**config.mk**
```make
export PLATFORM = sky130hd
export DESIGN_NAME = tx_port_scheduler
export DESIGN_NICKNAME = d
export VERILOG_FILES = /design/src/rtl/crossbar_pkg.sv /design/src/rtl/tx_port_scheduler_rr_pick.sv /design/src/rtl/tx_port_scheduler.sv
export SDC_FILE = /design/constraint.sdc
export NUM_CORES = 1
export LEC_CHECK = 0
export ABC_CLOCK_PERIOD_IN_PS = 4400
export BUFFER_PORTS_ARGS = -buffer_cell sky130_fd_sc_hd__buf_2
export CAP_MARGIN = 10
export CORE_AREA = 2 2 49 97
export CTS_BUF_LIST = sky130_fd_sc_hd__clkbuf_2
export CTS_CLUSTER_SIZE = 8
export DETAILED_ROUTE_END_ITERATION = 6
export DIE_AREA = 0 0 51 99
export PLACE_DENSITY = 0.89
export SLEW_MARGIN = 5
export SYNTH_ARGS = -nofsm -noshare
export SYNTH_HDL_FRONTEND = slang
export SYNTH_SLANG_ARGS = --single-unit
```
**constraint.sdc**
```tcl
create_clock -name clk_i -period 4.4 [get_ports clk_i]
set_input_delay 0.66 -clock clk_i [delete_from_list [all_inputs] [get_ports clk_i]]
set_output_delay 0.66 -clock clk_i [all_outputs]
set_load 0.02 [all_outputs]
```
**src/rtl/crossbar_pkg.sv**
```systemverilog
// Shared crossbar types and constants used by the TX port schedulers.
package crossbar_pkg;

  typedef enum logic [1:0] {
    S_IDLE,
    S_SEND,
    S_GAP
  } sched_state_e;

  localparam int C_DEFAULT_IFG = 12;

endpackage

```
**src/rtl/tx_port_scheduler_rr_pick.sv**
```systemverilog
// Combinational round-robin picker: searches from last+1 (wrapping) for the
// first active request and returns it one-hot and as an index.
module rr_pick #(
  parameter int P_WIDTH = 3,
  parameter int P_IDX_W = (P_WIDTH > 1) ? $clog2(P_WIDTH) : 1
) (
  input  logic [P_WIDTH-1:0] req_i,
  input  logic [P_IDX_W-1:0] last_i,
  output logic [P_WIDTH-1:0] winner_o,
  output logic [P_IDX_W-1:0] win_idx_o
);

  logic               w_found;
  logic [P_IDX_W-1:0] w_idx;

  always_comb begin
    winner_o  = '0;
    win_idx_o = '0;
    w_found   = 1'b0;
    w_idx     = '0;
    // Offset P_WIDTH wraps back to last itself, so it is checked last.
    for (int k = 1; k <= P_WIDTH; k++) begin
      w_idx = P_IDX_W'((int'(last_i) + k) % P_WIDTH);
      if (!w_found && req_i[w_idx]) begin
        w_found         = 1'b1;
        winner_o[w_idx] = 1'b1;
        win_idx_o       = w_idx;
      end
    end
  end

endmodule

```
**src/rtl/tx_port_scheduler.sv**
```systemverilog
// Frame-aware TX port scheduler: grants one VC for a whole frame, pops bytes
// while it has data, then holds the port idle for P_IFG cycles after eof.
module tx_port_scheduler
  import crossbar_pkg::*;
#(
  parameter int P_WIDTH     = 3,
  parameter int P_IFG       = C_DEFAULT_IFG,
  parameter int P_LEN_WIDTH = 16
) (
  input  logic                   clk_i,
  input  logic                   rstn_i,
  input  logic [P_WIDTH-1:0]     vc_empty_i,
  input  logic [P_WIDTH-1:0]     vc_eof_i,
  output logic [P_WIDTH-1:0]     vc_read_o,
  output logic [P_WIDTH-1:0]     grant_o,
  output logic                   tx_valid_o,
  output logic                   busy_o,
  output logic                   frame_done_o,
  output logic [P_LEN_WIDTH-1:0] frame_len_o
);

  localparam int IW = (P_WIDTH > 1) ? $clog2(P_WIDTH) : 1;
  localparam int GW = (P_IFG > 0) ? $clog2(P_IFG + 1) : 1;
  localparam logic [IW-1:0] C_LAST_RST = IW'(P_WIDTH - 1);
  localparam logic [GW-1:0] C_GAP_LOAD = GW'(P_IFG);

  sched_state_e           r_state;
  sched_state_e           w_state_next;
  logic [P_WIDTH-1:0]     r_grant;
  logic [IW-1:0]          r_last;
  logic [GW-1:0]          r_gap;
  logic [P_LEN_WIDTH-1:0] r_len;
  logic [P_LEN_WIDTH-1:0] r_frame_len;
  logic                   r_done;

  logic [P_WIDTH-1:0]     w_req;
  logic [P_WIDTH-1:0]     w_win;
  logic [IW-1:0]          w_win_idx;
  logic                   w_pop;
  logic                   w_eof_pop;
  logic [P_LEN_WIDTH-1:0] w_len_inc;

  function automatic logic [P_LEN_WIDTH-1:0] sat_inc(input logic [P_LEN_WIDTH-1:0] v);
    return (&v) ? v : v + P_LEN_WIDTH'(1);
  endfunction

  assign w_req      = ~vc_empty_i;
  assign vc_read_o  = (r_state == S_SEND) ? (r_grant & ~vc_empty_i) : '0;
  assign w_pop      = |vc_read_o;
  assign w_eof_pop  = |(vc_read_o & vc_eof_i);
  assign w_len_inc  = sat_inc(r_len);

  assign tx_valid_o   = w_pop;
  assign grant_o      = r_grant;
  assign busy_o       = (r_state != S_IDLE);
  assign frame_done_o = r_done;
  assign frame_len_o  = r_frame_len;

  rr_pick #(
    .P_WIDTH (P_WIDTH),
    .P_IDX_W (IW)
  ) u_rr_pick (
    .req_i     (w_req),
    .last_i    (r_last),
    .winner_o  (w_win),
    .win_idx_o (w_win_idx)
  );

  always_comb begin
    w_state_next = r_state;
    unique case (r_state)
      S_IDLE:  if (|w_req) w_state_next = S_SEND;
      S_SEND:  if (w_eof_pop) w_state_next = (P_IFG == 0) ? S_IDLE : S_GAP;
      S_GAP:   if (r_gap <= GW'(1)) w_state_next = S_IDLE;
      default: w_state_next = S_IDLE;
    endcase
  end

  always_ff @(posedge clk_i or negedge rstn_i) begin
    if (!rstn_i) begin
      r_state <= S_IDLE;
    end else begin
      r_state <= w_state_next;
    end
  end

  // An underrun stall simply produces no pop: grant, last and len all hold.
  always_ff @(posedge clk_i or negedge rstn_i) begin
    if (!rstn_i) begin
      r_grant     <= '0;
      r_last      <= C_LAST_RST;
      r_gap       <= '0;
      r_len       <= '0;
      r_done      <= 1'b0;
      r_frame_len <= '0;
    end else begin
      r_done <= 1'b0;
      case (r_state)
        S_IDLE: begin
          if (|w_req) begin
            r_grant <= w_win;
            r_last  <= w_win_idx;
            r_len   <= '0;
          end
        end
        S_SEND: begin
          if (w_pop) begin
            r_len <= w_len_inc;
            if (w_eof_pop) begin
              r_frame_len <= w_len_inc;
              r_done      <= 1'b1;
              r_grant     <= '0;
              r_gap       <= C_GAP_LOAD;
            end
          end
        end
        S_GAP: begin
          r_gap <= r_gap - GW'(1);
        end
        default: ;
      endcase
    end
  end

endmodule
```
==> impl_metrics.json <==
{
  "status": "finished, final reports clean",
  "synth_top_family_by_area": "compound AO/OA/AOI/OAI gates",
  "finalSetupViolCount": 0,
  "fp.coreArea_sq_um": 4300,
  "grt_pass1_wl_mm": 9.54,
  "die_area_sq_um": 5050,
  "ys_seq_area_share_pct": 44.1,
  "cpMaxStageDelayCell": "dfrtp_1",
  "critPathKind": "register to output pin",
  "slew_violations": 0,
  "p_per_area_nw_per_um2": 545,
  "routed_via_density": 6.13,
  "yosys_most_used_dff": "dfrtp_1",
  "ant_nets": 0,
  "drive_gt1_share_pct": 18.2,
  "synthArstFlopShare_pct": 100,
  "yosys.area_share.simple_pct": 20.4,
  "vdd_drop_max_mv": 0.306,
  "start_kind": "register",
  "place_congestion": 0.941,
  "grt_usage_pct": 24.6,
  "numCtsBuffers": 5,
  "max_stage_delay_ps": 490,
  "period_needed_ps": 2790,
  "io_buffers": 32,
  "max_freq_mhz": 359,
  "final_nets": 310,
  "intPower_uw": 839,
  "ys.warnings.count": 0,
  "syn_nets": 283,
  "worst_pin_slew_ps": 956,
  "combPwrFrac_pct": 46.4,
  "clockBufferDepth": 2,
  "rsz0062_at_grt": "no",
  "start_util_pct": 58.2,
  "clk_latency_ps": 430,
  "finalSetupTns_ps": 0,
  "dp_cells": 342,
  "vias": 2145,
  "chipWidth_um": 51,
  "clkSinkCount": 44,
  "cellLeakagePower_nw": 1.26,
  "cp_max_fo": 19,
  "crit_required_ps": 3740,
  "synth-seq-cells": 44,
  "antenna_found_initial": 0,
  "cts_tree": "built",
  "critical_path.endpoint_type": "output pin",
  "wl_per_cell_um": 16.0,
  "fin_skew_ps": 24.5,
  "timing.slew.headroom_pct": 36.3,
  "p_sw_share_pct": 43.6,
  "syn_inst": 268,
  "cts-root-buf": "clkbuf_2",
  "drc_errors": 0,
  "synthAdderAreaFrac_pct": 3.50,
  "layout_commonest_cell": "dfrtp_1",
  "final_cells": 350,
  "dp_hpwl_mm": 4.06,
  "synth.area.mux_share_pct": 2.05,
  "hold_viol_final": 0,
  "post_cts_buffers": 0,
  "critPathArrivalTime_ps": 2130,
  "rows": 34,
  "path_clk_slew_ps": 240,
  "first_iter_violations": 87,
  "area_delta_synth_final_pct": 9.10,
  "register_area_sq_um": 1100,
  "pwr-share-seq_pct": 37.9,
  "hold_slack_ps": 337,
  "placed_area_sq_um": 2660,
  "cts_hold_repair.buffers": 0,
  "p_switching_uw": 649,
  "grt_max_degree": 45,
  "cts_resized": 0,
  "multi_input_area_sq_um": 1290,
  "min-delay-path-class": "primary input to async pin",
  "synth_enable_flop_cells": 0,
  "die_h_um": 99,
  "final_design_area_no_fill_sq_um": 2730,
  "final_cell_mix": "43 x dfrtp_1, 32 x buf_2, 29 x nand2_1, 22 x o21ai_0, 15 x nor2_1",
  "clkPwrFrac_pct": 15.7,
  "wl_mm": 5.61,
  "min_period_over_period_pct": 63.3,
  "synthXorXnorAreaFrac_pct": 3.85,
  "fin_util_pct": 63.5,
  "n_fill_cell": 386,
  "path_cells": "and4bb_2 -> nor3_4 -> inv_2 -> buf_2",
  "io_pins": 33,
  "cap_violations": 0,
  "synth_compound_area_share_pct": 21.7,
  "synth.distinct_cells": 52,
  "grt_pass1_vias": 2165,
  "drtPass1Iterations": 5,
  "syn-cell-area_sq_um": 2500,
  "syn_area_per_cell_sq_um": 9.34,
  "antenna_cells": 0,
  "htreeDepth": 2,
  "overflow": 0
}
==> cell usage after synthesis (4+ instances only) <==
cell type,count,share of area [%]
a21oi_1,14,2.8
a311oi_1,4,1.4
a31oi_1,8,2.0
and2_1,4,1.0
and3_1,10,2.5
clkbuf_1,5,0.75
dfrtp_1,43,43
ha_1,7,3.5
inv_1,8,1.2
mux2i_1,4,1.6
nand2_1,29,4.3
nand2b_1,7,1.7
nand3_1,6,1.2
nor2_1,15,2.2
nor3_1,8,1.6
o211ai_1,4,1.2
o21ai_0,22,4.4
o21ai_1,6,1.2
o31ai_1,4,1.2
xnor2_1,7,2.5
xor2_1,4,1.4
==> cell type report <==
| cell class | instances | share of cell area [%] |
|---|---|---|
| clock buffers | 5 | 0.917 |
| clock inverters | 3 | 1.70 |
| inverters | 9 | 1.24 |
| multi-input cells | 202 | 47.2 |
| flip-flops and latches | 44 | 40.4 |
| well taps | 54 | 2.47 |
| repair buffers | 33 | 6.14 |
==> power by group through the flow <==
stage / registers (mW) / logic (mW) / clock network [mW]
floorplan: 0.601 / 0.487 / 0
global placement: 0.566 / 0.668 / 0
detailed placement: 0.571 / 0.684 / 0
CTS: 0.562 / 0.690 / 0.242
global route: 0.577 / 0.763 / 0.257
finish: 0.563 / 0.691 / 0.234
==> worst max-delay path: cells and delay by family, from the launching register on <==
kind / cells / cell delay, ps
buffers and inverters: 2 / 490
DFF: 1 / 490
and+or+nand+nor: 2 / 720
==> sequential cells by signal, summed over array words and instances, names as in the netlist <==
name	flops
frame_done_o	1
r_len	16
grant_o	3
r_gap	4
r_last	2
frame_len_o	16
r_state	2
==> final timing paths <==
| path | start | to | slack, ps | cells past startpoint |
|---|---|---|---|---|
| setup / recovery | r_state[1]$_DFFE_PN0P_ | tx_valid_o | 1610 | 4 |
| hold / removal | rstn_i | r_gap[2]$_DFFE_PN0P_ | 340 | 1 |
| setup reg to reg | r_state[1]$_DFFE_PN0P_ | r_len[0]$_DFFE_PN0P_ | 1970 | 5 |
| hold reg to reg | frame_len_o[2]$_DFFE_PN0P_ | frame_len_o[2]$_DFFE_PN0P_ | 500 | 2 |
| max in group asynchronous | rstn_i | frame_done_o$_DFF_PN0_ | 3450 | 1 |
| min in group clk_i | frame_len_o[2]$_DFFE_PN0P_ | frame_len_o[2]$_DFFE_PN0P_ | 500 | 2 |
==> kinds of logic after synthesis <==
kind of cell / after synthesis
simple gates: 95
compound gates: 84
flops: 44
buf+inv: 22
xor+xnor: 11
fa+ha+maj: 7
mux: 5
==> metal layers <==
layer  up-vias  track usage (%)  part of all wire, %
met3        19             2.88                  2.9
met4         0             13.1                  3.3
met2        62             44.8                   55
met1      1031             26.7                   39
li1       1033                -                    -
met5         -                0                    0
==> metrics by stage <==
stage	power (mW)	setup slack, ps
final	1.49	1610
after global routing	1.60	1510
after CTS	1.49	1640
after detailed placement	1.25	1780
after global placement	1.23	1820
after floorplan	1.09	2050
Note: power is estimated with default switching activity, not from simulation.
